[src/rtl/io_port_unit_pkg.sv]
// io_port_unit_pkg: opcodes, default width and outbound state encoding shared with control
package io_port_unit_pkg;
  localparam logic [3:0] OP_WRI = 4'd12;
  localparam logic [3:0] OP_REA = 4'd13;
  localparam int IO_WIDTH = 16;
  typedef enum logic {OUT_EMPTY = 1'b0, OUT_FULL = 1'b1} out_state_t;
endpackage

[src/rtl/io_in_fifo.sv]
// io_in_fifo: inbound word FIFO with naturally wrapping pointers and an extra count bit
module io_in_fifo #(
  parameter int WIDTH = 16,
  parameter int DEPTH = 4
) (
  input  logic                     clk,
  input  logic                     reset,
  input  logic                     push,
  input  logic                     pop,
  input  logic [WIDTH-1:0]         wdata,
  output logic [WIDTH-1:0]         head,
  output logic [$clog2(DEPTH):0]   count,
  output logic                     full,
  output logic                     empty
);
  localparam int AW = $clog2(DEPTH);
  localparam int CW = AW + 1;
  logic [WIDTH-1:0] mem [DEPTH];
  logic [AW-1:0] wp, rp;
  logic do_push, do_pop;
  assign full = count == CW'(DEPTH);
  assign empty = count == '0;
  assign do_push = push && !full;
  assign do_pop = pop && !empty;
  assign head = mem[rp];
  always_ff @(posedge clk)
    if (do_push) mem[wp] <= wdata;
  always_ff @(posedge clk or posedge reset)
    if (reset) begin
      wp <= '0;
      rp <= '0;
      count <= '0;
    end else begin
      wp <= wp + AW'(do_push);
      rp <= rp + AW'(do_pop);
      count <= count + CW'(do_push) - CW'(do_pop);
    end
endmodule

[src/rtl/io_port_unit.sv]
// io_port_unit: wri/rea port with one-entry outbound register, inbound FIFO and PC stall
module io_port_unit
  import io_port_unit_pkg::*;
#(
  parameter int WIDTH = IO_WIDTH,
  parameter int IN_DEPTH = 4
) (
  input  logic                        clk,
  input  logic                        reset,
  input  logic                        io_wr,
  input  logic                        io_rd,
  input  logic [WIDTH-1:0]            wdata,
  output logic [WIDTH-1:0]            rdata,
  output logic                        stall,
  output logic                        out_valid,
  input  logic                        out_ready,
  output logic [WIDTH-1:0]            out_data,
  input  logic                        in_valid,
  output logic                        in_ready,
  input  logic [WIDTH-1:0]            in_data,
  output logic [$clog2(IN_DEPTH):0]   in_count
);
  out_state_t state, nstate;
  logic wr, load, pop, empty, full;
  logic [WIDTH-1:0] head;
  // a read always wins over a (illegal) simultaneous write
  assign wr = io_wr && !io_rd;
  always_comb begin
    load = wr && (state == OUT_EMPTY || out_ready);
    nstate = wr ? OUT_FULL : (out_ready ? OUT_EMPTY : state);
  end
  always_ff @(posedge clk or posedge reset)
    if (reset) begin
      state <= OUT_EMPTY;
      out_data <= '0;
    end else begin
      state <= nstate;
      if (load) out_data <= wdata;
    end
  assign out_valid = state == OUT_FULL;
  assign pop = io_rd && !empty;
  assign rdata = pop ? head : '0;
  assign stall = (io_rd && empty) || (wr && out_valid && !out_ready);
  assign in_ready = !full;
  io_in_fifo #(.WIDTH(WIDTH), .DEPTH(IN_DEPTH)) u_fifo (
    .clk   (clk),
    .reset (reset),
    .push  (in_valid && in_ready),
    .pop   (pop),
    .wdata (in_data),
    .head  (head),
    .count (in_count),
    .full  (full),
    .empty (empty)
  );
endmodule

[config.mk]
export PLATFORM = sky130hd
export DESIGN_NAME = io_port_unit
export DESIGN_NICKNAME = d
export VERILOG_FILES = /design/src/rtl/io_port_unit_pkg.sv /design/src/rtl/io_in_fifo.sv /design/src/rtl/io_port_unit.sv
export SDC_FILE = /design/constraint.sdc
export NUM_CORES = 1
export LEC_CHECK = 0
export ABC_AREA = 0
export CORE_UTILIZATION = 50
export DETAILED_ROUTE_END_ITERATION = 16
export GPL_ROUTABILITY_DRIVEN = 0
export PLACE_DENSITY = 0.76
export SETUP_SLACK_MARGIN = 0.02
export SLEW_MARGIN = 20
export SYNTH_ARGS = -nofsm -noshare
export SYNTH_HDL_FRONTEND = slang
export SYNTH_SLANG_ARGS = --single-unit
export TNS_END_PERCENT = 30
[constraint.sdc]
create_clock -name clk -period 3.2 [get_ports clk]
set_input_delay 0.48 -clock clk [delete_from_list [all_inputs] [get_ports clk]]
set_output_delay 0.48 -clock clk [all_outputs]
set_load 0.01 [all_outputs]
=== Word-level counts from Yosys, hierarchy flattened ===
Memories as Yosys holds them, arrays and structs flattened.
Cells that the tools add are included.

* RAM bits: 64
* Memories kept: 1
* Output and inout port bits: 38
* Flip-flop bits (word level): 24

* Add/sub/neg operators: 4
* Bitwise logic cells: 1
* Eq/ne operators: 1
* Muxes and demuxes: 5
* Reductions and logical operators: 17

{| class="wikitable"
|+ Memories
! name !! depth !! bits a word !! rd ports !! clocked after memory_dff !! write ports !! RTL line !! source
|-
| u_fifo.mem || 4 || 16 || 1 || 0 || 1 || io_in_fifo.sv:18 || <nowiki>logic [WIDTH-1:0] mem [DEPTH];</nowiki>
|}

{| class="wikitable"
|+ Operators with widths
! kind !! count
|-
| 2-to-1 mux 16 bit || 1
|-
| logical AND 1 bit || 9
|-
| adder 2 x 1 -> 2 bit || 2
|-
| zero test 1 bit || 4
|-
| 2-to-1 mux 1 bit || 4
|-
| adder 3 x 1 -> 3 bit || 1
|-
| == test 3 bit (second input constant) || 1
|-
| zero test 3 bit || 1
|-
| subtractor 3 x 1 -> 3 bit || 1
|-
| logical OR 1 bit || 2
|-
| nonzero test 2 bit || 1
|-
| inverter 1 bit || 1
|}

=== Longest topological paths before layout ===
Gate-level depths: netlist of run 1.

* Word-level depth: 6
* Gate-level depth with buffers: 8
* Gate-level depth less buffers: 7

=== Cells and area by module ===
From an unflattened synthesis of run 1, not the netlist that was laid out.

* Cell total of the unflattened synthesis: 178
* Area total of the unflattened synthesis: 3606.0 um2

{| class="wikitable"
|+ By module, submodules not included
! module !! times used !! cells an instance !! area an instance (um2)
|-
| io_in_fifo || 1 || 116 || 2752.6
|-
| io_port_unit || 1 || 62 || 853.3
|}

=== Worst setup path before layout of run 1 ===
Ideal clock, no wire load.

* Path type: register -> register
* Start: register u_fifo.count[2]
* End: memory u_fifo.mem[1][0] (enable)
* Path slack: 0.747 ns
* Stages on the path, launching flop included: 4
* Setup time: 0.413 ns
* Buffers on the path: 0
* Clock period less this slack: 2.453 ns
* Data arrival time: 2.040 ns
* Path through: dfrtp_1 > or3b_1 > nand2_1 > nor3b_1

* Word-level cells in the longest chain between the ends: 6

{| class="wikitable"
|+ RTL lines
! what !! RTL line !! source
|-
| start: declaration || io_in_fifo.sv:12 || <nowiki>output logic [$clog2(DEPTH):0] count,</nowiki>
|-
| start signal: assignment || io_in_fifo.sv:36 || <nowiki>count <= count + CW'(do_push) - CW'(do_pop);</nowiki>
|-
| == test 3 bit (*) || io_in_fifo.sv:21 || <nowiki>assign full = count == CW'(DEPTH);</nowiki>
|-
| zero test 1 bit (*) || io_port_unit.sv:44 || <nowiki>assign in_ready = !full;</nowiki>
|-
| named net in_ready || io_port_unit.sv:19 || <nowiki>output logic in_ready,</nowiki>
|-
| logical AND 1 bit || io_port_unit.sv:48 || <nowiki>.push (in_valid && in_ready),</nowiki>
|-
| logical AND 1 bit (*) || io_in_fifo.sv:23 || <nowiki>assign do_push = push && !full;</nowiki>
|-
| 2-to-1 mux 1 bit (*) || io_in_fifo.sv:27 || <nowiki>if (do_push) mem[wp] <= wdata;</nowiki>
|-
| 2-to-1 mux 1 bit (implied by the code) (*) || io_in_fifo.sv:27 ||
|-
| end: declaration || io_in_fifo.sv:18 ||
|}

Mark *: on every way through the listed nets, which the timed path passes. The rest lies on a longest branch.

=== Worst setup path after layout of run 1 ===
* Start: register u_fifo.rp[0]
* End: output rdata[15]

* Word-level cells in the longest chain between the ends: 2

{| class="wikitable"
|+ RTL lines
! what !! RTL line !! source
|-
| start: declaration || io_in_fifo.sv:19 || <nowiki>logic [AW-1:0] wp, rp;</nowiki>
|-
| start signal: assignment || io_in_fifo.sv:35 || <nowiki>rp <= rp + AW'(do_pop);</nowiki>
|-
| memory read (4 x 16 bit) || -- ||
|-
| 2-to-1 mux 16 bit || io_port_unit.sv:42 || <nowiki>assign rdata = pop ? head : '0;</nowiki>
|-
| end: declaration || io_port_unit.sv:13 || <nowiki>output logic [WIDTH-1:0] rdata,</nowiki>
|}

No other way between the ends.

==> metrics.txt, run 1 <==
outcome=complete, no violations; hold path endpoint=out_data[2]$_DFFE_PP0P_; Core Box Area=0.00649 mm2; PnR worst setup slack=0.584 ns; FP Rows=29; setup TNS=0 ns; largest net degree at the start of global routing=25; first-pass GRT wire length=9750 um; Power Density=791 mW/mm2; hold_buf cts=0; CP required=2.72 ns; # resized after CTS=0; combinational share of power=32.9%; P&R area growth vs syn=31.7%; WL final=5990 um; Antenna Cells=0; met2 WL post-DR=3000 um; Synthesized Nets=213; top cells by area, synth=edfxtp_1, dfrtp_1, mux4_2, mux2_2, mux4_1; Fmax=0.382 GHz; Fin Hold WS=0.510 ns; slowest stage delay, CP=0.58 ns; CP Class=register to output port; Initial Utilization=53.2%; leading area contributor after synthesis=edfxtp_1; P_int=2.62 mW; dpl hpwl=4170 um; Max Cap Violations=0; die width=85.1 um; CP Capture Type=output port; Hold Crit Start=out_data[2]$_DFFE_PP0P_; met3 WL=200 um; Setup Skew=0.00664 ns; reg-to-reg slack, setup=0.95 ns; final-report max-slew violation count=0; Startpoint Class=register; # DRC=0; mapped cell area=0.00345 mm2; CTS H-tree depth=3; vias=1,768; Die ar.=0.00724 mm2; Seq/Total Area, Yosys=73.0%; Rel. slew slack=39.2%; Period Utilization, post-route=81.8%; worst-path fanout max=10; Reg2Reg Depth=8; drt initial violations=58; worst vdd rail ir drop=0.474 mV; sw power=0.975 mW; Wirelength per Cell=17.6 um; placed instance area=0.00434 mm2; Pre-antenna DRT Iters=4; Leak=1.66 nW; GRT Util Overall=18.7%; Die Y=85.1 um; antenna violations before repair=0; grt total ovfl=0; clock transition at the registers of the reported paths=0.08 ns; CP max-delay cell=mux4_1; CTS root buf=clkbuf_8; actual slew at the worst max-slew pin=0.911 ns; min Tclk post-route=2.62 ns; Post-Syn Area per Cell=20.3 um2; Seq pwr share=44.5%; Skew-Pair Late Insertion Delay=0.34 ns; Hold Path Depth=1; Top Layer Used=met4; Avg Vias per Cell=5.20; Syn Inst Count=170; DP Worst Slack=0.596 ns; Final Setup Violations=0; delay-heaviest family, CP=buffers and inverters; vias in the first global route=1,887; commonest non-fill, non-tap cell in the layout=clkdlybuf4s50_1; ANT nets after route=0; port buffer count=75; CTS tree=yes; clock power share=22.5%; fin nets=301; Worst R2R Start=u_fifo.count[1]$_DFF_PP0_; WP data arrival=2.14 ns; share of cells above drive strength 1=19.4%; FF-to-FF End=u_fifo.count[2]$_DFF_PP0_; Filler Cells Inserted=423; switch share=27.1%; CP Cell Sequence=buf_4 -> mux4_1 -> and2_1 -> clkdlybuf4s50_1; clk buf depth=2; Final Cell Area=0.00455 mm2; Metal-1 WL=2700 um; unrepaired setup endpoints after global routing=no; total CTS buffers=9; # Post-CTS Setup Buffers=0; Yosys reg bits=88; most frequent cells in the layout=clkdlybuf4s50_1, edfxtp_1, dfrtp_1; post-synthesis cell type count=27; Hold Path Class=register to register; clock sink count=88; I/O Pins=76; final hold vios=0; Synth top area share=55.7%; Buf/Inv on CP=2; synthesis warning total=0
## Yosys cell counts
cell type	n
a21oi_1	1
and2_1	16
buf_6	1
dfrtp_1	24
fa_1	1
inv_1	6
clkbuf_1	1
nor3b_1	2
nand2b_1	2
nor3_1	1
or3b_1	1
and3_1	1
buf_4	1
mux4_2	10
nor2_1	1
mux4_1	6
nor2_4	1
ha_1	4
o31a_1	1
and2b_1	1
buf_2	2
xnor2_1	2
edfxtp_1	64
buf_12	1
xor2_1	2
mux2_2	16
nand2_1	1
## layout make-up
cell class	count	area (um2)	area share, %
Timing Repair Buffer	83	823	18.1
Multi-Input combinational cell	70	871	19.2
Clock inverter	5	80.1	1.76
Inverter	6	22.5	0.495
Clock buffer	11	131	2.89
Tap cell	77	96.3	2.12
Sequential cell	88	2520	55.5
## per-layer routing
metal | vias to the layer above | global-route usage, %
li1 | 828 | -
met1 | 896 | 25.3
met2 | 37 | 29.6
met3 | 7 | 3.40
met4 | 0 | 9.24
met5 | - | 0
## stage by stage
step                      utilization (%)  std cells  total power, mW
final                                70.0        340             3.60
after global routing                 70.0        340             3.78
after CTS                            70.0        340             3.64
after detailed placement             66.8        324             2.83
after global placement               66.8        324             2.80
after floorplan                         -        170             2.30
## sequential cells by signal, summed over array words and instances (netlist names)
signal and cells:
u_fifo.rp 2, out_data 16, u_fifo.count 3, u_fifo.wp 2
out_valid 1, u_fifo.mem 64
## worst register-to-register path, stage by stage (launching register included)
cell and delay (ns):
dfrtp_1 0.41, o31a_1 0.30, buf_4 0.19, ha_1 0.30
inv_1 0.04, ha_1 0.19, fa_1 0.38, xnor2_1 0.21
xnor2_1 0.15
## power groups by stage
stage	logic, mW	clock network (mW)	registers [mW]
after global placement	1.18	0	1.62
final	1.18	0.811	1.60
after CTS	1.21	0.824	1.60
after floorplan	0.683	0	1.62
after detailed placement	1.20	0	1.63
after global routing	1.28	0.870	1.63
## how the worst max path moves through the flow
stage | start | end | slack [ns] | cells past startpoint
final | u_fifo.rp[0]$_DFF_PP0_ | rdata[15] | 0.58 | 4
after global routing | u_fifo.rp[1]$_DFF_PP0_ | rdata[14] | 0.49 | 4
after CTS | u_fifo.rp[0]$_DFF_PP0_ | rdata[15] | 0.56 | 4
after detailed placement | io_rd | u_fifo.count[2]$_DFF_PP0_ | 0.60 | 9
after global placement | io_rd | rdata[14] | 0.69 | 5
after floorplan | u_fifo.count[2]$_DFF_PP0_ | u_fifo.mem[1][0]$_DFFE_PP_ | 0.75 | 3
## cell families (layout without fill, tap and decap cells)
group	Yosys count	after routing	share of synthesized area (%)
and+or+nand+nor	27	27	5.04
DFF	88	88	73.0
muxes	32	32	16.3
adders and majority gates	5	5	2.03
buffers and inverters	12	105	2.17
AOI/OAI and AO/OA	2	2	0.398
xor gates and xnor gates	4	4	1.01
No activity file was read; power rests on OpenSTA's default activity.
==> inputs of run 2 (changes only) <==
==> constraint.sdc (replaced) <==
create_clock -name clk -period 2.6 [get_ports clk]
set_input_delay 0.39 -clock clk [delete_from_list [all_inputs] [get_ports clk]]
set_output_delay 0.39 -clock clk [all_outputs]
set_load 0.01 [all_outputs]
==> run 2 against run 1 <==
Against the previous run:
- combinational power grew 29%
- register-to-register slack lost 0.48 ns
- clock power grew 2%
- die area is the same
- worst setup slack lost 0.48 ns
- flip-flop and latch count is the same
- first-iteration DRC count grew 83%
- total power grew 20%
- sequential power grew 22%
- routed wire length grew 3.6%
- largest cell class unchanged
==> metrics.txt, run 2 (synthesis gave the netlist of run 1 again) <==
clk buf depth=2 (unchanged); PnR worst setup slack=0.102 ns (-0.482 ns); total CTS buffers=9 (unchanged); vias in the first global route=1,925 (+2.0%); clock sink count=88 (unchanged); die width=85.1 um (unchanged); Fin Hold WS=0.394 ns (-0.116 ns); most frequent cells in the layout=clkdlybuf4s50_1, edfxtp_1, dfrtp_1; Wirelength per Cell=17.9 um (+1.8%); setup TNS=0 ns (unchanged); CP Capture Type=output port; dpl hpwl=4360 um (+4.5%); Core Util, Final=70.1% (+0.077 points); largest net degree at the start of global routing=25 (unchanged); Setup Skew=0.00980 ns (+0.00315 ns); CP required=2.21 ns (-0.51 ns); met1 usage=25.2% (-0.10 points); Final Setup Violations=0 (unchanged); Startpoint Class=register; Hold Path Class=primary input to asynchronous set/reset pin; reg-to-reg slack, setup=0.47 ns (-0.48 ns); Die ar.=0.00724 mm2 (unchanged); min Tclk post-route=2.50 ns; CTS tree=yes; drt initial violations=106 (+83%); Max Cap Violations=0 (unchanged); Avg Vias per Cell=5.32 (+2.3%); CP Cell Sequence=buf_4 -> mux4_2 -> and2_1 -> clkdlybuf4s50_1; Most flops, register=u_fifo.mem; Fmax=0.400 GHz; port buffer count=75 (unchanged); Skew-Pair Late Insertion Delay=0.35 ns (about the same); CP max-delay cell=mux4_2; clock transition at the registers of the reported paths=0.08 ns (about the same); Period Utilization, post-route=96.1%; # DRC=0 (unchanged); dpl cells=330 (+1.9%); worst vdd rail ir drop=0.601 mV (+27%); max FFs per register=64 (unchanged); CTS root buf=clkbuf_8; met3 Use GR=4.18% (+0.78 points); unrepaired setup endpoints after global routing=yes; grt total ovfl=0 (unchanged); worst-path fanout max=9 (-1); ANT nets after route=0 (unchanged); actual slew at the worst max-slew pin=0.470 ns (-0.441 ns); met2 usage in global routing=31.6% (+2.0 points); placed instance area=0.00438 mm2 (+1.0%); Antenna Cells=0 (unchanged); most used routing layer=met2; CTS H-tree depth=3 (unchanged); fin nets=307 (+2.0%); Die Y=85.1 um (unchanged); Core Box Area=0.00649 mm2 (unchanged); FP Rows=29 (unchanged); slowest stage delay, CP=0.52 ns (-0.06 ns); antenna violations before repair=0 (unchanged); CP Class=register to output port; DP Worst Slack=0.171 ns (-0.426 ns); share of cells above drive strength 1=21.6% (+2.2 points); largest registers=u_fifo.mem x64, out_data x16, u_fifo.count x3; final-report max-slew violation count=0 (unchanged); GRT Util Overall=19.2% (+0.54 points); I/O Pins=76 (unchanged); Post-Layout Cell Count=346 (+1.8%); WP data arrival=2.11 ns (-0.03 ns); Pre-antenna DRT Iters=4 (unchanged); Rel. slew slack=68.6% (+29 points); first-pass GRT wire length=10,200 um (+5.0%); # resized after CTS=0 (unchanged); commonest non-fill, non-tap cell in the layout=clkdlybuf4s50_1; outcome=complete, no violations; Power Density=946 mW/mm2 (+20%); vias=1,840 (+4.1%); Initial Utilization=53.2% (unchanged); P&R area growth vs syn=31.8%; WL final=6210 um (+3.6%); Filler Cells Inserted=434 (+2.6%); Leak=1.66 nW (+0.43%); total power=4.31 mW (+20%); final hold vios=0 (unchanged); Final Cell Area=0.00455 mm2 (+0.11%)
run 2: repair_timing:
item	CTS	global route
buffers inserted	0	0
hold buffers	0	0
setup endpoints to repair	0	5
run 2: worst paths after layout:
kind,start,end,cells past startpoint
max,u_fifo.rp[0]$_DFF_PP0_,rdata[9],4
min,reset,out_data[9]$_DFFE_PP0P_,3
max reg2reg,u_fifo.count[1]$_DFF_PP0_,u_fifo.count[2]$_DFF_PP0_,7
min reg2reg,out_data[14]$_DFFE_PP0P_,out_data[14]$_DFFE_PP0P_,1
max in group asynchronous,reset,u_fifo.wp[1]$_DFF_PP0_,3
min in group clk,out_data[14]$_DFFE_PP0P_,out_data[14]$_DFFE_PP0P_,1
run 2: layer usage:
layer,up-vias,part of all wire [%]
li1,846,-
met1,937,43
met2,43,52
met3,14,3.4
met4,0,1.9
met5,-,0
run 2: cell type report:
cell class / count / area [um2] / area share, %
tap: 77 / 96.3 / 2.12
inverter: 6 / 22.5 / 0.495
clock inverter: 6 / 43.8 / 0.962
multi-input combinational: 70 / 871 / 19.1
sequential: 88 / 2520 / 55.4
timing repair buffer: 89 / 868 / 19.1
clock buffer: 10 / 128 / 2.80
run 2: report_power, final:
| group | internal [mW] | switching, mW |
|---|---|---|
| Sequential | 1.84 | 0.121 |
| Combinational | 0.879 | 0.641 |
| Clock | 0.349 | 0.481 |
run 2: critical path, delay by kind of cell (launching register included):
kind	cells	cell delay (ns)
buf+inv	2	0.71
flops	1	0.35
simple gates	1	0.18
mux	1	0.52
